[src/rtl/nn_polar_ss_generator.sv]
// Polar (sign-magnitude) binary-to-stochastic encoder.
// Latches a magnitude and sign, then emits a unipolar bitstream whose density is
// MAG/(2^N-1), using a maximal-length Fibonacci LFSR compared against the magnitude.
// The stream either runs for a programmed number of bits or continuously (length 0).
module nn_polar_ss_generator #(
  parameter int unsigned N    = 8,
  parameter int unsigned L    = 16,
  parameter int unsigned SEED = 1
) (
  input  logic         CLK,
  input  logic         INIT,
  input  logic         EN,
  input  logic         LOAD,
  input  logic [N-1:0] MAG_IN,
  input  logic         SIGN_IN,
  input  logic [L-1:0] LEN_IN,
  output logic         SS,
  output logic         SIGN_out,
  output logic         SS_VALID,
  output logic         BUSY,
  output logic         DONE,
  output logic [L-1:0] ONES_CNT
);

  // Feedback tap mask: bit (t-1) set for each tap t of the maximal-length polynomial.
  function automatic logic [15:0] tap_mask(input int unsigned n);
    case (n)
      4:       tap_mask = 16'h000C;
      5:       tap_mask = 16'h0014;
      6:       tap_mask = 16'h0030;
      7:       tap_mask = 16'h0060;
      8:       tap_mask = 16'h00B8;
      9:       tap_mask = 16'h0110;
      10:      tap_mask = 16'h0240;
      11:      tap_mask = 16'h0500;
      12:      tap_mask = 16'h0E08;
      13:      tap_mask = 16'h1C80;
      14:      tap_mask = 16'h3802;
      15:      tap_mask = 16'h6000;
      16:      tap_mask = 16'hD008;
      default: tap_mask = 16'h0000;
    endcase
  endfunction

  localparam logic [15:0]  TapMaskFull = tap_mask(N);
  localparam logic [N-1:0] TapMask     = TapMaskFull[N-1:0];
  localparam logic [N-1:0] SeedRaw     = SEED[N-1:0];
  // An all-zero LFSR would lock up, so a zero seed is promoted to 1.
  localparam logic [N-1:0] SeedEff     = (SeedRaw == '0) ? N'(1) : SeedRaw;

  typedef enum logic {StIdle, StRun} state_e;

  state_e       state_q, state_d;
  logic [N-1:0] lfsr_q, lfsr_d;
  logic [N-1:0] mag_q, mag_d;
  logic [L-1:0] len_q, len_d;
  logic [L-1:0] bit_cnt_q, bit_cnt_d;
  logic [L-1:0] ones_q, ones_d;
  logic         ss_q, ss_d;
  logic         sign_q, sign_d;
  logic         valid_q, valid_d;
  logic         done_q, done_d;

  logic [N-1:0] lfsr_next;
  logic         sample;
  logic         last_done;

  assign lfsr_next = {lfsr_q[N-2:0], ^(lfsr_q & TapMask)};
  assign sample    = (lfsr_q <= mag_q);
  // bit_cnt reaches len_reg one cycle after the final bit went out; that cycle closes the stream.
  assign last_done = (len_q != '0) && (bit_cnt_q == len_q);

  // State register with asynchronous active-low reset.
  always_ff @(posedge CLK or negedge INIT) begin
    if (!INIT) begin
      state_q   <= StIdle;
      lfsr_q    <= SeedEff;
      mag_q     <= '0;
      len_q     <= '0;
      bit_cnt_q <= '0;
      ones_q    <= '0;
      ss_q      <= 1'b0;
      sign_q    <= 1'b0;
      valid_q   <= 1'b0;
      done_q    <= 1'b0;
    end else begin
      state_q   <= state_d;
      lfsr_q    <= lfsr_d;
      mag_q     <= mag_d;
      len_q     <= len_d;
      bit_cnt_q <= bit_cnt_d;
      ones_q    <= ones_d;
      ss_q      <= ss_d;
      sign_q    <= sign_d;
      valid_q   <= valid_d;
      done_q    <= done_d;
    end
  end

  // Next-state: LOAD beats EN, EN=0 freezes progress, otherwise RUN emits or closes.
  always_comb begin
    state_d   = state_q;
    lfsr_d    = lfsr_q;
    mag_d     = mag_q;
    len_d     = len_q;
    bit_cnt_d = bit_cnt_q;
    ones_d    = ones_q;
    sign_d    = sign_q;
    ss_d      = 1'b0;
    valid_d   = 1'b0;
    done_d    = 1'b0;
    if (LOAD) begin
      mag_d     = MAG_IN;
      sign_d    = SIGN_IN;
      len_d     = LEN_IN;
      bit_cnt_d = '0;
      ones_d    = '0;
      state_d   = StRun;
    end else if (EN) begin
      unique case (state_q)
        StRun: begin
          if (last_done) begin
            state_d = StIdle;
            done_d  = 1'b1;
          end else begin
            ss_d      = sample;
            valid_d   = 1'b1;
            lfsr_d    = lfsr_next;
            bit_cnt_d = bit_cnt_q + L'(1);
            if (sample && (ones_q != '1)) begin
              ones_d = ones_q + L'(1);
            end
          end
        end
        StIdle: ;
      endcase
    end
  end

  // Registered outputs, plus BUSY as a pure state decode.
  always_comb begin
    SS       = ss_q;
    SIGN_out = sign_q;
    SS_VALID = valid_q;
    DONE     = done_q;
    ONES_CNT = ones_q;
    BUSY     = (state_q == StRun);
  end

endmodule

[config.mk]
export PLATFORM = sky130hd
export DESIGN_NAME = nn_polar_ss_generator
export DESIGN_NICKNAME = d
export VERILOG_FILES = /design/src/rtl/nn_polar_ss_generator.sv
export SDC_FILE = /design/constraint.sdc
export NUM_CORES = 1
export LEC_CHECK = 0
export BUFFER_PORTS_ARGS = -buffer_cell sky130_fd_sc_hd__clkbuf_2
export CAP_MARGIN = 0
export CORE_UTILIZATION = 57
export DETAILED_ROUTE_END_ITERATION = 16
export HOLD_SLACK_MARGIN = 0.03
export PLACE_DENSITY = 0.87
export SLEW_MARGIN = 20
export SYNTH_ARGS = -nofsm -noshare
export SYNTH_HDL_FRONTEND = slang
export SYNTH_SLANG_ARGS = --single-unit
[constraint.sdc]
create_clock -name CLK -period 2.4 [get_ports CLK]
set_clock_uncertainty 0.1 [all_clocks]
set_input_delay 0.24 -clock CLK [delete_from_list [all_inputs] [get_ports CLK]]
set_output_delay 0.24 -clock CLK [all_outputs]
set_load 0.1 [all_outputs]
==> impl_metrics.json <==
{
  "cts_sinks": 69,
  "yosysWarnings": 0,
  "pwr-share-clk_pct": 27.2,
  "synth_ff_type": "dfrtp_1",
  "grt_use_met2_pct": 50.50,
  "timing.final.crit_share_pct": 104.8,
  "die_h_um": 81.24,
  "worst_r2r_endpoint": "ONES_CNT[6]",
  "hp-class": "input pin to register",
  "setup_violations": 5,
  "post_drt_wl_per_cell_um": 19.16,
  "core-area_um2": 5991,
  "clock_latency_ns": 0.36,
  "drc": 0,
  "grt_util_met1_pct": 32.55,
  "dr.pass1.iters": 5,
  "pwr-share-comb_pct": 31.8,
  "die_w_um": 81.24,
  "finalSetupTns_ns": -0.1952,
  "worst_slew_pin_slew_ns": 0.7838,
  "r2r_slack_ns": -0.11,
  "synth_top_area_cell": "dfrtp_1",
  "cts-buffers-inserted": 9,
  "worst-path-max-fanout": 15,
  "cap_viol_max_count": 0,
  "grt_util_met3_pct": 7.978,
  "rr_worst_depth": 11,
  "critPathKind": "register to register",
  "synth_area_per_cell_um2": 10.75,
  "rows": 28,
  "worstPathRequired_ns": 2.53,
  "synth_area_leaders": "dfrtp_1, xor2_1, mux2_2",
  "worst_hold_startpoint": "LEN_IN[5]",
  "fin_ws_ns": -0.1144,
  "p_sw_uw": 1188,
  "netlist_area_um2": 3578,
  "start_util_pct": 59.73,
  "r2r_start": "lfsr_q[0]",
  "fin_nets": 453,
  "layout_common_cells": "dfrtp_1, clkbuf_2, xor2_1, dlygate4sd3_1",
  "critPathArrivalTime_ns": 2.65,
  "cts_root_buf": "clkbuf_8",
  "grt_max_degree": 44,
  "io_buffers": 49,
  "max_freq_mhz": 397.7,
  "synth-edff-count": 0,
  "swShare_pct": 33.86,
  "routed_wl_um": 9466,
  "min_path_cells": 2,
  "grt_pass1_wl_um": 14160,
  "synth_nets": 372,
  "power_leakage_uw": 0.002071,
  "grt_usage_pct": 28.93,
  "cts_tree": "built",
  "drive_above_1_share_pct": 39.86,
  "yosysSeqAreaShare_pct": 48.29,
  "hold_viol_final": 0,
  "cp-end-kind": "register",
  "clk_pin_slew_worst_paths_ns": 0.08,
  "syn_to_final_growth_pct": 31.36,
  "synth.distinct_cells": 43,
  "dp_hpwl_um": 5283,
  "routed-via-count": 3044,
  "ir_drop_v": 0.0005450,
  "ant_nets": 0,
  "synth_top_area_share_pct": 47.55,
  "grt-busiest-layer": "met2",
  "grt_antenna_before_repair": 0,
  "clockBufferDepth": 2,
  "p_int_uw": 2321,
  "whs_ns": 0.04924,
  "n_antenna_cell": 0,
  "p_per_area_nw_per_um2": 746.5,
  "seqPwrFrac_pct": 40.9,
  "fill_cells": 355,
  "synth-seq-cells": 69,
  "async_flop_share_pct": 100.0,
  "synthCells": 333,
  "cts-htree-levels": 3,
  "final_common_cell": "dfrtp_1",
  "holdPathEnd": "len_q[5]",
  "drtIter0Drc": 156,
  "slew_violations": 0,
  "min_period_ns": 2.514,
  "status": "complete, but fails checks",
  "grt_remaining_overflow": 0,
  "die_area_um2": 6599,
  "pin_count": 50,
  "violations": "setup timing",
  "slew_headroom_pct": 47.75,
  "setup.worst_path.start_class": "register",
  "power_uw": 3509,
  "viasPerCell": 6.162,
  "grt_pass1_vias": 3004,
  "rsz0062_at_grt": "yes",
  "gp_congestion": 0.8432
}
sequential cells by signal, indices dropped and copies added (netlist names):
name       cells
bit_cnt_q     16
DONE           1
ONES_CNT      16
lfsr_q         8
SIGN_out       1
SS_VALID       1
BUSY           1
SS             1
len_q         16
mag_q          8
Yosys cell counts, drive strengths merged (11+ instances only):
master  count
mux2       27
o21ai      16
xor2       28
nor2       19
dfrtp      68
clkbuf     12
nand2      16
or4        11
nand3      13
a21oi      19
inv        11
o31ai      11
cell families (layout without fill, tap and decap cells):
family	count (synthesis)	count (layout)	share of synthesized area, %
xor gates and xnor gates	31	31	7.588
buffers and inverters	30	116	3.846
and+or+nand+nor	103	103	16.36
DFF	69	69	48.29
muxes	29	29	9.790
AOI/OAI and AO/OA	61	61	10.63
adders and majority gates	10	10	3.497
how the worst max path moves through the flow:
stage	start	to	slack, ns	cells after the start
finish	lfsr_q[0]	ONES_CNT[6]	-0.11	11
global route	lfsr_q[5]	ONES_CNT[6]	-0.22	10
CTS	lfsr_q[7]	ONES_CNT[7]	0.001	8
detailed placement	lfsr_q[0]	ONES_CNT[12]	-0.03	8
global placement	bit_cnt_q[10]	lfsr_q[3]	0.08	6
floorplan	ONES_CNT[6]	ONES_CNT[13]	0.03	7
critical path, stage by stage (launching register included):
cell       delay [ns]
dfstp_2          0.54
inv_2            0.05
ha_4             0.25
nand4_1          0.12
nor2_1           0.14
a211o_1          0.14
nand4_1          0.10
buf_6            0.15
buf_4            0.13
clkbuf_16        0.18
o31ai_1          0.38
a21oi_2          0.09
per-stage QoR:
step | area (um2) | setup WS, ns | std cells | utilization, %
2_1_floorplan | 3593 | 0.03295 | 333 | -
3_3_place_gp | 3956 | 0.07717 | 449 | 66.04
3_5_place_dp | 3956 | -0.02528 | 449 | 66.04
4_1_cts | 4355 | 0.001118 | 485 | 72.70
5_1_grt | 4701 | -0.2184 | 494 | 78.47
6_report | 4701 | -0.1144 | 494 | 78.47
metal layers:
layer / vias to the layer above / share of wire (%)
met5: - / 0
met4: 0 / 3.2
met3: 31 / 5.2
met2: 126 / 53
met1: 1513 / 38
li1: 1374 / -
timing repair:
action,CTS,global route
endpoints found under the hold margin,52,1
resized for setup,2,47
gates cloned,0,2
hold buffers,20,1
pin swaps,0,25
setup endpoints to repair,12,16
buffers inserted,0,6
power by group through the flow:
stage	clock network, uW	logic [uW]	registers, uW
after CTS	957	832	1430
final	955	1120	1440
after detailed placement	0	787	1440
after global placement	0	746	1430
after floorplan	0	473	1530
after global routing	1010	1190	1450
area by class of cell:
class	count	area (um2)	area share, %
repair buffers	89	674.4	14.35
well taps	75	93.84	1.996
flip-flops and latches	69	1743	37.08
inverters	11	41.29	0.8784
clock buffers	13	148.9	3.167
multi-input cells	234	1954	41.58
clock inverters	3	45.04	0.9582
No activity file was read; power rests on OpenSTA's default activity.
